===== src/rtl/adder_bist.sv =====
// Built-in self-test engine for the 7-bit adder: LFSR operand generator, latency-aligned
// golden sum pipeline and mismatch accounting with pass/fail summary.
module adder_bist #(
    parameter int unsigned LAT    = 1,
    parameter int unsigned N_PAT  = 256,
    parameter logic [6:0]  SEED_A = 7'h01,
    parameter logic [6:0]  SEED_B = 7'h7F
) (
    input  logic        clk,
    input  logic        rst_n,
    input  logic        start,
    output logic [6:0]  in_a,
    output logic [6:0]  in_b,
    input  logic [7:0]  dut_out,
    output logic        busy,
    output logic        done,
    output logic        pass,
    output logic [15:0] err_cnt,
    output logic [15:0] first_err_idx
);

    typedef enum logic [1:0] {StIdle, StGen, StDrain, StDone} state_e;

    localparam logic [15:0] LastIdx   = 16'(N_PAT - 1);
    localparam logic [2:0]  LastDrain = 3'(LAT - 1);

    state_e      state_q, state_d;
    logic [6:0]  lfsr_a_q, lfsr_b_q;
    logic [15:0] idx_q;
    logic [2:0]  drain_q;
    logic [15:0] err_q, first_q;
    logic [7:0]  exp_q  [LAT];
    logic        vld_q  [LAT];
    logic [15:0] pidx_q [LAT];

    logic       load, last_pair, mismatch;
    logic [7:0] sum;

    assign load      = start && (state_q == StIdle || state_q == StDone);
    assign last_pair = (idx_q == LastIdx);
    assign sum       = {1'b0, lfsr_a_q} + {1'b0, lfsr_b_q};
    assign mismatch  = vld_q[LAT-1] && (dut_out != exp_q[LAT-1]);

    always_ff @(posedge clk or posedge rst_n) begin
        if (rst_n) begin
            state_q <= StIdle;
        end else begin
            state_q <= state_d;
        end
    end

    always_comb begin
        state_d = state_q;
        unique case (state_q)
            StIdle:  if (start) state_d = StGen;
            StGen:   if (last_pair) state_d = StDrain;
            StDrain: if (drain_q == LastDrain) state_d = StDone;
            StDone:  if (start) state_d = StGen;
            default: state_d = StIdle;
        endcase
    end

    always_comb begin
        busy = (state_q == StGen) || (state_q == StDrain);
        done = (state_q == StDone);
        pass = done && (err_q == 16'd0);
    end

    // The LFSRs do not step past the last pair so the operands hold it outside GEN.
    always_ff @(posedge clk or posedge rst_n) begin
        if (rst_n) begin
            lfsr_a_q <= SEED_A;
            lfsr_b_q <= SEED_B;
            idx_q    <= 16'd0;
            drain_q  <= 3'd0;
        end else begin
            if (load) begin
                lfsr_a_q <= SEED_A;
                lfsr_b_q <= SEED_B;
                idx_q    <= 16'd0;
            end else if (state_q == StGen && !last_pair) begin
                lfsr_a_q <= {lfsr_a_q[5:0], lfsr_a_q[6] ^ lfsr_a_q[5]};
                lfsr_b_q <= {lfsr_b_q[5:0], lfsr_b_q[6] ^ lfsr_b_q[5]};
                idx_q    <= idx_q + 16'd1;
            end
            if (state_q == StGen) begin
                drain_q <= 3'd0;
            end else if (state_q == StDrain) begin
                drain_q <= drain_q + 3'd1;
            end
        end
    end

    always_ff @(posedge clk or posedge rst_n) begin
        if (rst_n) begin
            for (int unsigned i = 0; i < LAT; i++) begin
                vld_q[i]  <= 1'b0;
                exp_q[i]  <= 8'd0;
                pidx_q[i] <= 16'd0;
            end
        end else begin
            vld_q[0]  <= (state_q == StGen);
            exp_q[0]  <= sum;
            pidx_q[0] <= idx_q;
            for (int unsigned i = 1; i < LAT; i++) begin
                vld_q[i]  <= vld_q[i-1];
                exp_q[i]  <= exp_q[i-1];
                pidx_q[i] <= pidx_q[i-1];
            end
        end
    end

    // err_q only returns to zero on a new run, so err_q==0 marks the first mismatch.
    always_ff @(posedge clk or posedge rst_n) begin
        if (rst_n) begin
            err_q   <= 16'd0;
            first_q <= 16'hFFFF;
        end else if (load) begin
            err_q   <= 16'd0;
            first_q <= 16'hFFFF;
        end else if (mismatch) begin
            if (err_q != 16'hFFFF) err_q <= err_q + 16'd1;
            if (err_q == 16'd0) first_q <= pidx_q[LAT-1];
        end
    end

    assign in_a          = lfsr_a_q;
    assign in_b          = lfsr_b_q;
    assign err_cnt       = err_q;
    assign first_err_idx = first_q;

endmodule


===== config.mk =====
export PLATFORM = sky130hd
export DESIGN_NAME = adder_bist
export DESIGN_NICKNAME = d
export VERILOG_FILES = /design/src/rtl/adder_bist.sv
export SDC_FILE = /design/constraint.sdc
export NUM_CORES = 1
export LEC_CHECK = 0
export ABC_AREA = 1
export ABC_CLOCK_PERIOD_IN_PS = 3960
export CORE_MARGIN = 2
export CORE_UTILIZATION = 40
export CTS_BUF_LIST = sky130_fd_sc_hd__clkbuf_8
export CTS_CLUSTER_SIZE = 16
export DETAILED_ROUTE_END_ITERATION = 10
export DONT_BUFFER_PORTS = 1
export RECOVER_POWER = 50
export SYNTH_ARGS = -nofsm -noshare
export SYNTH_HDL_FRONTEND = slang
export SYNTH_SLANG_ARGS = --single-unit

===== constraint.sdc =====
create_clock -name clk -period 3.96 [get_ports clk]
set_input_delay 0.396 -clock clk [delete_from_list [all_inputs] [get_ports clk]]
set_output_delay 0.396 -clock clk [all_outputs]
set_load 0.03 [all_outputs]

==> results.md <==
* Distinct cells, synth at 40
* Crit path DAT at 2.27 ns
* CTS resizes at 0
* Deepest clock path buffer count at 2
* Row cnt at 40
* Routed vias/inst at a little under 5
* Worst vdd ir at a little under 400 uV
* GR peak layer: met2
* Die width at 116 microns
* Final cycle utilization of the critical path at between 60% and 70%
* Syn Std Cell Area at ~5000 sq um
* Max-cap violation count at 1
* R2r startpoint: idx_q[0]$_DFFE_PP0P_
* Layout cell share with drive strength beyond 1 at ~12%
* H-Tree Depth at 3
* Post-route antenna net violation count at 0
* Worst Path Required at 3.56 ns
* CTS Buf Count at 9
* R2R setup slack at around 1.7 ns
* GRT Residual Overflow at 0
* Crit path largest cell delay at between 0.8 and 0.9 ns
* Detailed Route Iter0 Violations at ~260
* Met3 Resource Use GR at 5.39%
* Setup CP Type: reg -> out
* Final Wtd Congestion at about 0.85
* First-pass GRT wire length at around 18000 microns
* Largest delay contributor family on the critical path: simple AND/OR/NAND/NOR gates
* Clock transition at the registers of the reported paths at about 0.090 ns
* Worst path bufs/invs at 2
* Largest net degree at the start of global routing at 53
* Filler Cell Count at approximately 1200
* Setup TNS at 0 ns
* CTS tree: built
* Vias in the first global route at 3625
* Post-CTS Setup Bufs at 0
* Status: finished, violations left
* Setup violators final at 0
* Non-Filler Instances at roughly 790
* DR vias at 3805
* CTS Sinks at 92
* Yosys top cell area share at 34.0%
* Clk root buf: clkbuf_8
* Diodes inserted at 0
* Slowest cell on crit path: nor3b_1
* Hold_sp: start
* Least-Margin Pin Slew at 2.31 ns
* NumNets Final at about 640
* Fmax at between 300 and 400 MHz
* Post-DR wirelength/cell at between 10 and 15 microns
* Synth Net Count at approximately 650
* Violated checks: capacitance limit, slew limit
* Antenna violations before repair at 1
* R2r endpoint: idx_q[14]$_DFFE_PP0P_
* Synth area leaders: dfrtp_1 34%, nand2_1 14%, dfstp_2 13%
* Final WL at ~10000 microns
* # DRC at 0
* Final Max Tran Viols at 53
* CP Capture Type: output pin
* Core area at around 12000 sq um
* Rel. slew slack at -55.0%
* Hold Path Depth at 4
* Critical Path Source Type: flop
* IO Port Bufs at 0
* Met2 usage at ~27%
* Reg2Reg Depth at 9
* DIE HEIGHT at 116 microns
* Hold Vio Cnt, Final at 0
* Clock latency on the worst-skew pair at around 0.37 ns
* Leakage at 2.62 nW
* TritonRoute pass-1 iters at 4
* Post-Syn Instances at ~620
* GR Util All Layers at between 10% and 20%
* CP Cell Sequence: inv_1, ha_1, inv_1, nor2_1, nand4_1, nor3b_1
* Synth Register Bits at 92
* Io pins at 60
* Layout Skew at 0.00834 ns
* Initial Util at 41.3%
* DP HPWL at a little over 7000 microns
* Dpl cells at 773
* RSZ-0062 raised after global routing: false
* Syn-to-layout area delta at 5.67%
* Critical Path Fanout Max at 5
* Hold Path End: state_q[1]$_DFFE_PP0P_
* Syn Area/Cell at 8.04 sq um
* Register area share after synthesis at between 40% and 50%
* Leading area contributor after synthesis: dfrtp_1
* Hold_buf cts at 0
* GRT met1 Usage at between 20% and 30%
* Worst Hold Class: in -> reg
* Yosys Warn Count at 0
* Tmin final at ~2.7 ns
* Top cell by count, worst path: inv_1
* Die area at between 10000 and 15000 sq um
* Power Density at ~800 nW/um^2
==> how the worst max path moves through the flow <==
stage / from / end / slack, ns / cells past startpoint
after floorplan: rst_n / drain_q[0]$_DFFE_PP0P_ / 1.21 / 1
after global placement: err_cnt[0]$_DFFE_PP0P_ / pass / 1.74 / 6
after detailed placement: err_cnt[0]$_DFFE_PP0P_ / pass / 1.71 / 6
after CTS: err_cnt[0]$_DFFE_PP0P_ / pass / 1.28 / 6
after global routing: err_cnt[0]$_DFFE_PP0P_ / pass / 1.08 / 6
final: err_cnt[0]$_DFFE_PP0P_ / pass / 1.29 / 6
==> through the flow <==
step | utilization, % | hold WS, ns | area [sq um] | setup WS, ns | total power, mW
after floorplan | - | 0.395 | 5010 | 1.21 | 3.31
after global placement | 42.0 | 0.422 | 5080 | 1.74 | 3.55
after detailed placement | 42.0 | 0.429 | 5080 | 1.71 | 3.60
after CTS | 43.7 | 0.0904 | 5290 | 1.28 | 4.29
after global routing | 43.7 | 0.376 | 5290 | 1.08 | 4.63
final | 43.7 | 0.334 | 5290 | 1.29 | 4.23
==> registers in the layout (all words and copies together) (netlist names), 2 cells and up <==
| name | count |
|---|---|
| idx_q | 16 |
| in_b | 7 |
| state_q | 2 |
| in_a | 7 |
| exp_q | 8 |
| err_cnt | 16 |
| first_err_idx | 16 |
| drain_q | 3 |
| pidx_q | 16 |
==> layout make-up <==
class / count / area (sq um) / share of cell area, %
inverters: 66 / 249 / 4.71
clock buffers: 11 / 151 / 2.86
multi-input cells: 445 / 2280 / 43.0
repair buffers: 2 / 12.5 / 0.237
flip-flops and latches: 92 / 2330 / 44.1
clock inverters: 5 / 58.8 / 1.11
well taps: 168 / 210 / 3.97
==> worst min-delay path, stage by stage <==
cell,delay (ns)
nor2_1,0.08
a21oi_1,0.07
nand3_1,0.08
nand2_1,0.05
==> cells in the final DEF (no fill, tap or decap), types with 10 or more instances in the layout <==
cell type,netlist,layout
or2_2,10,10
xor2_1,13,13
nor2_1,62,62
clkbuf_8,3,11
a21oi_1,15,15
dfstp_2,24,23
o21ai_0,16,16
inv_1,61,60
dfrtp_1,68,68
ha_1,16,16
nand3_1,55,55
nand2_1,191,191
==> kinds of logic after synthesis <==
kind of cell             after synthesis  share of synthesized area, %
XOR/XNOR                              21                          3.67
flip-flops                            92                          46.6
AND/OR/NAND/NOR                      363                          32.5
buffers and inverters                 86                          7.95
AO/OA/AOI/OAI                         44                          4.87
adder cells (fa/ha/maj)               17                          4.40
==> synthesized netlist by cell type <==
master	count
clkbuf_4	1
xor2_1	13
nand3b_1	2
o21bai_1	3
or2_0	2
nand2_2	5
a21oi_1	15
or2_2	10
nor2_1	62
nand3_2	3
inv_2	5
nor3_1	8
buf_6	3
xnor2_1	8
nor3b_1	1
o211ai_1	1
nor2_4	4
or2_1	6
a21boi_0	1
nand4_1	7
nand2_1	191
o21ai_0	16
dfstp_2	24
clkbuf_2	1
nor3_2	2
o21ai_1	7
nand3_4	1
nor2_2	1
nand2_4	3
clkbuf_1	3
nand3_1	55
a21oi_4	1
dfrtp_1	68
clkbuf_8	3
inv_1	61
ha_1	16
buf_4	3
buf_1	1
buf_2	5
fa_1	1
==> where the power goes <==
group | switching (mW) | total [mW] | internal, mW
sequential | 0.579 | 1.91 | 1.33
combinational | 1.09 | 1.65 | 0.561
clock | 0.344 | 0.671 | 0.327
total | 2.01 | 4.23 | 2.22
==> layer usage <==
layer / up-vias / wire length (microns)
met5: - / 0
met4: 0 / 76
met3: 6 / 585
met2: 67 / 4850
met1: 1799 / 4970
li1: 1933 / -
(Power assumes the default switching activity.)
